$ cat config.mk
export PLATFORM = sky130hd
export DESIGN_NAME = exception_unit
export DESIGN_NICKNAME = d
export VERILOG_FILES = /design/src/rtl/exception_unit.sv
export SDC_FILE = /design/constraint.sdc
export NUM_CORES = 1
export LEC_CHECK = 0
export ABC_AREA = 0
export ABC_CLOCK_PERIOD_IN_PS = 14400
export CAP_MARGIN = 30
export CORE_AREA = 8 8 230 144
export CTS_BUF_LIST = sky130_fd_sc_hd__clkbuf_2 sky130_fd_sc_hd__clkbuf_4 sky130_fd_sc_hd__clkbuf_8
export DETAILED_ROUTE_END_ITERATION = 8
export DIE_AREA = 0 0 238 152
export MAX_ROUTING_LAYER = met4
export PLACE_DENSITY = 0.54
export SYNTH_ARGS = -nofsm -noshare
export SYNTH_HDL_FRONTEND = slang
export SYNTH_SLANG_ARGS = --single-unit
export TNS_END_PERCENT = 30
$ cat constraint.sdc
create_clock -name clk -period 14.4 [get_ports clk]
set_clock_uncertainty 0.1 [all_clocks]
set_input_delay 2.16 -clock clk [delete_from_list [all_inputs] [get_ports clk]]
set_output_delay 2.16 -clock clk [all_outputs]
set_load 0.01 [all_outputs]
$ cat src/rtl/exception_unit.sv
// exception_unit: precise-exception collector sitting between the pipeline
// and coprocessor 0. A shadow pipeline carries one 3-bit cause per
// instruction (ID/EX/MEM). At MEM commit a single cause is selected, reported
// to CP0 as a one-hot pulse with EPC/BadVAddr, and fetch is redirected to the
// kernel vector while flush drains the pipeline. ERET redirects fetch to EPC.
module exception_unit #(
    parameter logic [31:0] KERNEL_PC    = 32'h8000_0180,
    parameter int unsigned DRAIN_CYCLES = 3
) (
    input  logic        clk,
    input  logic        reset,
    input  logic        stall,
    input  logic        if_addrl,
    input  logic [31:0] if_pc,
    input  logic        id_ri,
    input  logic        id_sys,
    input  logic        id_tr,
    input  logic        ex_ovf,
    input  logic        mem_addrs,
    input  logic        mem_addrl,
    input  logic [31:0] mem_addr,
    input  logic        int_ext_req,
    input  logic        exc_level,
    input  logic        eret,
    input  logic [31:0] epc,
    output logic        int_ext,
    output logic        int_tr,
    output logic        int_ovf,
    output logic        int_ri,
    output logic        int_sys,
    output logic        int_addrs,
    output logic        int_addrl,
    output logic [31:0] epc_in,
    output logic [31:0] badvaddr_in,
    output logic        flush,
    output logic        pc_redirect,
    output logic [31:0] pc_target,
    output logic        busy
);

    // Cause ids; value N drives bit N-1 of the one-hot pulse vector
    // {ext, tr, ovf, ri, sys, addrs, addrl}.
    localparam logic [2:0] C_NONE  = 3'd0;
    localparam logic [2:0] C_ADDRL = 3'd1;
    localparam logic [2:0] C_ADDRS = 3'd2;
    localparam logic [2:0] C_SYS   = 3'd3;
    localparam logic [2:0] C_RI    = 3'd4;
    localparam logic [2:0] C_OVF   = 3'd5;
    localparam logic [2:0] C_TR    = 3'd6;
    localparam logic [2:0] C_EXT   = 3'd7;

    // Number of DRAIN cycles following the single RAISE cycle.
    localparam logic [3:0] DRAIN_LOAD = 4'(DRAIN_CYCLES - 1);

    typedef enum logic [1:0] {
        S_IDLE  = 2'd0,
        S_RAISE = 2'd1,
        S_DRAIN = 2'd2,
        S_ERET  = 2'd3
    } state_t;

    state_t      state_q, state_d;
    logic [3:0]  cnt_q, cnt_d;
    logic [2:0]  code_id_q, code_id_d;
    logic [2:0]  code_ex_q, code_ex_d;
    logic [2:0]  code_mem_q, code_mem_d;
    logic [31:0] pc_id_q, pc_id_d;
    logic [31:0] pc_ex_q, pc_ex_d;
    logic [31:0] pc_mem_q, pc_mem_d;
    logic [6:0]  int_vec_q, int_vec_d;
    logic [31:0] epc_in_q, epc_in_d;
    logic [31:0] badvaddr_q, badvaddr_d;
    logic        flush_q, flush_d;
    logic        redirect_q, redirect_d;
    logic [31:0] target_q, target_d;

    logic [2:0]  commit_cause;
    logic [2:0]  raise_cause;
    logic        take_sync;
    logic        take_eret;
    logic        take_ext;

    // Decode a cause id into the CP0 one-hot pulse vector.
    function automatic logic [6:0] cause_onehot(input logic [2:0] cause);
        logic [6:0] vec;
        vec = 7'b0;
        case (cause)
            C_ADDRL: vec = 7'b000_0001;
            C_ADDRS: vec = 7'b000_0010;
            C_SYS:   vec = 7'b000_0100;
            C_RI:    vec = 7'b000_1000;
            C_OVF:   vec = 7'b001_0000;
            C_TR:    vec = 7'b010_0000;
            C_EXT:   vec = 7'b100_0000;
            default: vec = 7'b0;
        endcase
        return vec;
    endfunction

    // Shadow pipeline: advance with the datapath; an older stage's cause
    // always beats anything detected later; flushed slots carry nothing.
    always_comb begin
        code_id_d  = code_id_q;
        code_ex_d  = code_ex_q;
        code_mem_d = code_mem_q;
        pc_id_d    = pc_id_q;
        pc_ex_d    = pc_ex_q;
        pc_mem_d   = pc_mem_q;
        if (state_q != S_IDLE) begin
            code_id_d  = C_NONE;
            code_ex_d  = C_NONE;
            code_mem_d = C_NONE;
        end else if (!stall) begin
            code_id_d = if_addrl ? C_ADDRL : C_NONE;
            if (code_id_q != C_NONE) code_ex_d = code_id_q;
            else if (id_ri)          code_ex_d = C_RI;
            else if (id_sys)         code_ex_d = C_SYS;
            else if (id_tr)          code_ex_d = C_TR;
            else                     code_ex_d = C_NONE;
            if (code_ex_q != C_NONE) code_mem_d = code_ex_q;
            else if (ex_ovf)         code_mem_d = C_OVF;
            else                     code_mem_d = C_NONE;
            pc_id_d  = if_pc;
            pc_ex_d  = pc_id_q;
            pc_mem_d = pc_ex_q;
        end
    end

    // Commit arbitration in MEM: synchronous cause > eret > interrupt;
    // Status.EXL masks every cause.
    always_comb begin
        if (code_mem_q != C_NONE) commit_cause = code_mem_q;
        else if (mem_addrs)       commit_cause = C_ADDRS;
        else if (mem_addrl)       commit_cause = C_ADDRL;
        else                      commit_cause = C_NONE;
        take_sync   = (commit_cause != C_NONE) && !exc_level;
        take_eret   = eret && !take_sync;
        take_ext    = (commit_cause == C_NONE) && !eret && int_ext_req && !exc_level;
        raise_cause = take_sync ? commit_cause : C_EXT;
    end

    // Next state and next registered outputs; outputs reflect the state
    // being entered so pulses appear one cycle after commit is sampled.
    always_comb begin
        state_d    = state_q;
        cnt_d      = cnt_q;
        int_vec_d  = 7'b0;
        redirect_d = 1'b0;
        flush_d    = 1'b0;
        epc_in_d   = epc_in_q;
        badvaddr_d = badvaddr_q;
        target_d   = target_q;
        case (state_q)
            S_IDLE: begin
                if (take_sync || take_ext) begin
                    state_d    = S_RAISE;
                    int_vec_d  = cause_onehot(raise_cause);
                    epc_in_d   = pc_mem_q;
                    if (raise_cause == C_ADDRL || raise_cause == C_ADDRS)
                        badvaddr_d = mem_addr;
                    flush_d    = 1'b1;
                    redirect_d = 1'b1;
                    target_d   = KERNEL_PC;
                end else if (take_eret) begin
                    state_d    = S_ERET;
                    flush_d    = 1'b1;
                    redirect_d = 1'b1;
                    target_d   = epc;
                end
            end
            S_RAISE: begin
                if (DRAIN_LOAD == 4'd0) begin
                    state_d = S_IDLE;
                    cnt_d   = 4'd0;
                end else begin
                    state_d = S_DRAIN;
                    cnt_d   = DRAIN_LOAD;
                    flush_d = 1'b1;
                end
            end
            S_DRAIN: begin
                cnt_d = (cnt_q == 4'd0) ? 4'd0 : cnt_q - 4'd1;
                if (cnt_q <= 4'd1) state_d = S_IDLE;
                else               flush_d = 1'b1;
            end
            S_ERET: begin
                state_d = S_IDLE;
            end
            default: begin
                state_d = S_IDLE;
                cnt_d   = 4'd0;
            end
        endcase
    end

    // State, shadow pipeline and output registers.
    always_ff @(posedge clk or posedge reset) begin
        if (reset) begin
            state_q    <= S_IDLE;
            cnt_q      <= 4'd0;
            code_id_q  <= C_NONE;
            code_ex_q  <= C_NONE;
            code_mem_q <= C_NONE;
            pc_id_q    <= 32'd0;
            pc_ex_q    <= 32'd0;
            pc_mem_q   <= 32'd0;
            int_vec_q  <= 7'b0;
            epc_in_q   <= 32'd0;
            badvaddr_q <= 32'd0;
            flush_q    <= 1'b0;
            redirect_q <= 1'b0;
            target_q   <= 32'd0;
        end else begin
            state_q    <= state_d;
            cnt_q      <= cnt_d;
            code_id_q  <= code_id_d;
            code_ex_q  <= code_ex_d;
            code_mem_q <= code_mem_d;
            pc_id_q    <= pc_id_d;
            pc_ex_q    <= pc_ex_d;
            pc_mem_q   <= pc_mem_d;
            int_vec_q  <= int_vec_d;
            epc_in_q   <= epc_in_d;
            badvaddr_q <= badvaddr_d;
            flush_q    <= flush_d;
            redirect_q <= redirect_d;
            target_q   <= target_d;
        end
    end

    assign int_addrl   = int_vec_q[0];
    assign int_addrs   = int_vec_q[1];
    assign int_sys     = int_vec_q[2];
    assign int_ri      = int_vec_q[3];
    assign int_ovf     = int_vec_q[4];
    assign int_tr      = int_vec_q[5];
    assign int_ext     = int_vec_q[6];
    assign epc_in      = epc_in_q;
    assign badvaddr_in = badvaddr_q;
    assign flush       = flush_q;
    assign pc_redirect = redirect_q;
    assign pc_target   = target_q;
    assign busy        = (state_q != S_IDLE);

endmodule

==> results.yml, run 1 <==
status:
  outcome: "finished, final reports clean"
detailed_routing:
  routed_wl_um: 21600
  ant_nets: 0
  wl_per_cell_um: 16.8
  num_vias: 5668
  drcViolationCount: 0
  dr.pass1.iters: 4
  vias_per_cell: 4.41
  drt_iter0_drc: 223
timing:
  tightestPinTransition_ps: 961
  hold_ws_ps: 385
  timing.final.crit_share_pct: 30.8
  period_needed_ps: 4440
  setup-tns-final_ps: 0
  finalSetupViolations: 0
  fmax_mhz: 225
  drv_slew: 0
  rsz0062_at_grt: "no"
  maxSlewHeadroom_pct: 34.3
  hold_violations: 0
setup_path:
  crit_path_end: "busy"
  timing.rr.start: "state_q[0]$_DFFE_PP0P_"
  reg2reg_to: "pc_mem_q[3]$_DFFE_PP0P_"
  path_buf_inv: 3
  critPathTopFamily: "buffers and inverters"
  slowest_delay_ps: 600
  cp-end-kind: "output pin"
  critPathLaunch: "state_q[0]$_DFFE_PP0P_"
  critPathMaxFanout: 10
  critPathSlowestCell: "clkdlybuf4s50_1"
  cp_cell_sequence: "inv_1, ha_1, inv_2, clkdlybuf4s50_1"
  cp-start-kind: "register"
  r2r_cells: 7
  worst-setup-path-type: "register to output pin"
  cp.arrival_ps: 2180
  regToRegSetupSlack_ps: 11320
  path_depth: 4
  cp_data_required_time_ps: 12140
power:
  seqPwrFrac_pct: 40.6
  total_power_w: 0.00254
  p_clk_share_pct: 22.1
  cellLeakagePower_nw: 5.18
  peakVddDrop_v: 0.000107
  switching_power_w: 0.000761
  switching_share_pct: 30.0
  power_density_nw_per_um2: 210
  p_int_w: 0.00178
  combinationalPowerShare_pct: 37.3
clocking:
  cts_tree: "yes"
  clockBufferDepth: 3
  cts.hold.buffers_added: 0
  htree_levels: 2
  cts.sinks: 214
  clkLatencyLatePin_ps: 540
  cts_resized: 0
  post_cts_buffers: 0
  cts_buffers: 36
  clk_pin_slew_ps: 60
  cts-root-buf: "clkbuf_8"
logic_synthesis:
  syn_nets: 738
  synth_edf_count: 0
  yosys_warnings: 0
  ys_async_sr_fraction_pct: 100
  synth_ff_type: "dfrtp_1"
  netlist_instances: 625
  synth.distinct_cells: 37
  synth.avg_cell_area_um2: 14.0
  syn_area_um2: 8770
  synth-seq-cells: 214
  yosysSeqAreaShare_pct: 61.0
die:
  row_count: 49
  dieArea_um2: 36200
  die_h_um: 152
  io_pins: 215
  start_util_pct: 29.7
  core_um2: 29600
  die_x_um: 238
global_route:
  grt_pass1_wl_um: 34200
  grt-ovfl-total: 0
  track_usage_pct: 12.1
  antenna_found_initial: 1
  grt_pass1_vias: 5867
  grt_max_degree: 110
place:
  place_congestion: 0.756
  dp_hpwl_um: 14800
  port_buffers: 214
  dp.cells: 1220
worst_hold_path:
  hold_class: "register to register"
cells_and_area:
  fin_util_pct: 40.9
  stdcell_count: 1284
  layout-drive-gt1-share_pct: 28.2
  num-nets-final: 963
  area_growth_pct: 37.6
run:
  maxCapViolCount: 0
## power by group through the flow
| stage | Clock [W] | Sequential [W] | Combinational, W |
|---|---|---|---|
| 2_1_floorplan | 0 | 0.00107 | 0.000500 |
| 3_3_place_gp | 0 | 0.00105 | 0.000950 |
| 3_5_place_dp | 0 | 0.00105 | 0.000964 |
| 4_1_cts | 0.000591 | 0.00104 | 0.000968 |
| 5_1_grt | 0.000618 | 0.00107 | 0.00102 |
| 6_report | 0.000561 | 0.00103 | 0.000947 |
## through the flow
stage	instance area (µm²)	worst slack (ps)
after floorplan	8770	6290
after global placement	11300	9420
after detailed placement	11300	9390
after CTS	12100	9920
after global routing	12100	9790
final	12100	9960
## synth_stat cells, types with 3 or more instances
| cell | instances | area share [%] |
|---|---|---|
| ha_1 | 4 | 0.57 |
| dfrtp_1 | 214 | 61 |
| mux2_2 | 164 | 21 |
| a32oi_1 | 3 | 0.30 |
| mux2_1 | 25 | 3.2 |
| a21oi_1 | 8 | 0.46 |
| mux2_4 | 3 | 0.51 |
| or3_1 | 3 | 0.21 |
| nor4b_1 | 4 | 0.40 |
| buf_6 | 5 | 0.64 |
| nor2_1 | 13 | 0.56 |
| o21ai_0 | 7 | 0.40 |
| mux2i_1 | 4 | 0.46 |
| buf_4 | 3 | 0.26 |
| clkbuf_1 | 21 | 0.90 |
| o31a_1 | 3 | 0.30 |
| o41ai_1 | 29 | 2.9 |
| nand2_1 | 36 | 1.5 |
| nand2b_1 | 4 | 0.29 |
| buf_2 | 8 | 0.46 |
| inv_1 | 43 | 1.8 |
## state kept, by name, summed over array words and instances (netlist names)
signal,count
state_q,2
badvaddr_in,32
pc_redirect,1
code_mem_q,3
code_ex_q,3
epc_in,32
pc_target,32
pc_mem_q,32
pc_id_q,32
code_id_q,1
cnt_q,4
pc_ex_q,32
flush,1
int_vec_q,7
## cell families (layout without fill, tap and decap cells)
group	Yosys count	in the layout	share of synthesized area [%]
flops	214	214	61.0
mux	196	196	25.2
buf+inv	82	332	4.18
simple gates	71	71	3.81
compound gates	58	58	5.18
fa+ha+maj	4	4	0.570
other cells	0	1	0
## cells in the final DEF (no fill, tap or decap), types with 3 or more instances in the layout
cell type        count
dfrtp_1            214
clkdlybuf4s50_1    214
mux2_2             164
inv_1               42
clkbuf_8            41
nand2_1             36
o41ai_1             29
mux2_1              25
clkbuf_4            15
nor2_1              12
buf_4               11
a21oi_1              8
o21ai_0              7
nand2b_1             4
nor4b_1              4
mux2i_1              4
ha_1                 4
or3_1                3
o31a_1               3
a32oi_1              3
mux2_4               3
clkinvlp_4           3
clkinv_2             3
## worst min-delay path by stage
stage	from	slack [ps]	cells after the start	to
6_report	pc_target[0]$_DFFE_PP0P_	390	1	pc_target[0]$_DFFE_PP0P_
5_1_grt	pc_target[15]$_DFFE_PP0P_	410	1	pc_target[15]$_DFFE_PP0P_
4_1_cts	pc_target[1]$_DFFE_PP0P_	390	1	pc_target[1]$_DFFE_PP0P_
3_5_place_dp	pc_target[15]$_DFFE_PP0P_	380	1	pc_target[15]$_DFFE_PP0P_
3_3_place_gp	pc_target[13]$_DFFE_PP0P_	370	1	pc_target[13]$_DFFE_PP0P_
2_1_floorplan	pc_ex_q[0]$_DFFE_PP0P_	370	1	pc_ex_q[0]$_DFFE_PP0P_
## metal layers
| metal | part of all wire, % | global-route usage [%] |
|---|---|---|
| met1 | 50 | 16.9 |
| met2 | 42 | 16.8 |
| met4 | 1.7 | 2.94 |
| met3 | 6.1 | 3.74 |
| met5 | 0 | - |
## cell type report
class	count	area, µm²
Fill cell	2849	17500
Sequential cell	214	5360
Multi-Input combinational cell	329	3060
Timing Repair Buffer	225	2220
Clock buffer	56	677
Tap cell	408	510
Inverter	44	173
Clock inverter	7	67.6
Antenna cell	1	2.50
No activity file was read; power rests on OpenSTA's default activity.
==> run 2, diff against run 1 <==
--- a/config.mk
+++ b/config.mk
@@ -6,14 +6,14 @@
 export NUM_CORES = 1
 export LEC_CHECK = 0
 export ABC_AREA = 0
-export ABC_CLOCK_PERIOD_IN_PS = 14400
+export ABC_CLOCK_PERIOD_IN_PS = 3700
 export CAP_MARGIN = 30
 export CORE_AREA = 8 8 230 144
 export CTS_BUF_LIST = sky130_fd_sc_hd__clkbuf_2 sky130_fd_sc_hd__clkbuf_4 sky130_fd_sc_hd__clkbuf_8
 export DETAILED_ROUTE_END_ITERATION = 8
 export DIE_AREA = 0 0 238 152
 export MAX_ROUTING_LAYER = met4
-export PLACE_DENSITY = 0.54
+export PLACE_DENSITY = 0.56
 export SYNTH_ARGS = -nofsm -noshare
 export SYNTH_HDL_FRONTEND = slang
 export SYNTH_SLANG_ARGS = --single-unit
==> constraint.sdc (replaced) <==
create_clock -name clk -period 3.7 [get_ports clk]
set_clock_uncertainty 0.1 [all_clocks]
set_input_delay 0.555 -clock clk [delete_from_list [all_inputs] [get_ports clk]]
set_output_delay 0.555 -clock clk [all_outputs]
set_load 0.01 [all_outputs]
==> run 2 against run 1 <==
Clock power grew to 3.7 times the previous value; sequential power grew to 3.9 times the previous value; final cell count is 0.31% lower; first-iteration DRC count is 6.3% higher; sequential share of layout area is 0.083 points lower; critical endpoint unchanged; largest cell class unchanged.
==> results.yml, run 2 (same netlist as run 1, synthesis figures left out) <==
status:
  outcome: "finished, final reports clean"
setup_path:
  cp-start-kind: "register"
  slowest_delay_ps: 600
  regToRegSetupSlack_ps: 1160
  cp_data_required_time_ps: 3040
  crit_path_end: "busy"
  critPathLaunch: "state_q[0]$_DFFE_PP0P_"
  cp_cell_sequence: "inv_1, ha_1, inv_2, clkdlybuf4s50_1"
  cp.arrival_ps: 2160
  cp-end-kind: "output pin"
  r2r_cells: 4
  critPathMaxFanout: 10
  worst-setup-path-type: "register to output pin"
  timing.rr.start: "code_mem_q[0]$_DFFE_PP0P_"
  critPathSlowestCell: "clkdlybuf4s50_1"
  reg2reg_to: "pc_target[23]$_DFFE_PP0P_"
detailed_routing:
  routed_wl_um: 22200
  wl_per_cell_um: 17.3
  num_vias: 5734
  dr.pass1.iters: 4
  ant_nets: 0
  drt_iter0_drc: 237
  route.top_layer_used: "met4"
  vias_per_cell: 4.48
  wl_met3_um: 1430
  dr_wl_met2_um: 9640
  drcViolationCount: 0
  met1Wirelength_um: 10700
place:
  placed_area_um2: 11400
  place_congestion: 0.763
  place_ws_ps: 566
  port_buffers: 214
  dp_hpwl_um: 15300
  dp.cells: 1222
run:
  maxCapViolCount: 0
die:
  row_count: 49
  die_x_um: 238
  io_pins: 215
  start_util_pct: 29.7
  die_h_um: 152
  core_um2: 29600
  dieArea_um2: 36200
timing:
  layout_setup_ws_ps: 889
  drv_slew: 0
  finalSetupViolations: 0
  fmax_mhz: 356
  maxSlewHeadroom_pct: 52.3
  setup-tns-final_ps: 0
  period_needed_ps: 2810
  rsz0062_at_grt: "no"
  tightestPinTransition_ps: 715
  hold_violations: 0
  timing.final.crit_share_pct: 76.0
global_route:
  grt_pass1_vias: 5923
  grt_pass1_wl_um: 35100
  track_usage_pct: 12.5
  grt_max_degree: 101
  grt-ovfl-total: 0
  antenna_found_initial: 1
power:
  power_density_nw_per_um2: 810
  cellLeakagePower_nw: 5.18
  peakVddDrop_v: 0.000322
cells_and_area:
  mostFrequentLayoutCells: "214 x dfrtp_1, 214 x clkdlybuf4s50_1, 164 x mux2_2"
  stdcell_count: 1280
  area_growth_pct: 37.8
  num-nets-final: 966
  layout-drive-gt1-share_pct: 27.9
  design_area_um2: 12100
clocking:
  post_cts_buffers: 0
  clockBufferDepth: 3
  cts.sinks: 214
  cts_buffers: 36
  cts-root-buf: "clkbuf_8"
  clk_pin_slew_ps: 60
  htree_levels: 2
  cts_resized: 0
  cts.hold.buffers_added: 0
  cts_tree: "yes"
  clkLatencyLatePin_ps: 530
worst_hold_path:
  hold_class: "register to register"
## run 2: layer usage
layer	global-route usage, %	up-vias
li1	-	2665
met1	17.2	2867
met2	17.6	165
met3	3.85	37
met4	3.35	0
met5	-	-
## run 2: worst max-delay path: cells and delay by family, from the launching register on
family | cells | cell delay, ps
buffers and inverters | 3 | 930
flip-flops | 1 | 390
adder cells (fa/ha/maj) | 1 | 300
## run 2: worst min path at each step
stage	cells past startpoint	slack [ps]	end	from
floorplan	1	370	pc_ex_q[0]$_DFFE_PP0P_	pc_ex_q[0]$_DFFE_PP0P_
global placement	1	370	pc_target[1]$_DFFE_PP0P_	pc_target[1]$_DFFE_PP0P_
detailed placement	1	370	pc_target[10]$_DFFE_PP0P_	pc_target[10]$_DFFE_PP0P_
CTS	1	390	pc_target[10]$_DFFE_PP0P_	pc_target[10]$_DFFE_PP0P_
global route	1	400	pc_target[10]$_DFFE_PP0P_	pc_target[10]$_DFFE_PP0P_
finish	1	380	pc_target[10]$_DFFE_PP0P_	pc_target[10]$_DFFE_PP0P_
## run 2: final cells by class
| type | instances | area, µm² |
|---|---|---|
| fill | 2808 | 17500 |
| tap | 408 | 510 |
| inverter | 44 | 169 |
| multi-input combinational | 329 | 3060 |
| sequential | 214 | 5360 |
| clock buffer | 52 | 653 |
| timing repair buffer | 228 | 2320 |
| clock inverter | 4 | 25.0 |
| antenna | 1 | 2.50 |
## run 2: per-stage QoR
stage	total power (W)	hold WS (ps)	util (%)
6_report	0.00979	384	40.9
5_1_grt	0.0105	398	40.9
4_1_cts	0.0100	389	40.8
3_5_place_dp	0.00787	374	38.5
3_3_place_gp	0.00778	369	38.5
2_1_floorplan	0.00612	375	-
## run 2: power by group
part / internal, W / switching (W)
clock network: 0.00112 / 0.000924
logic: 0.00226 / 0.00146
registers: 0.00346 / 0.000560
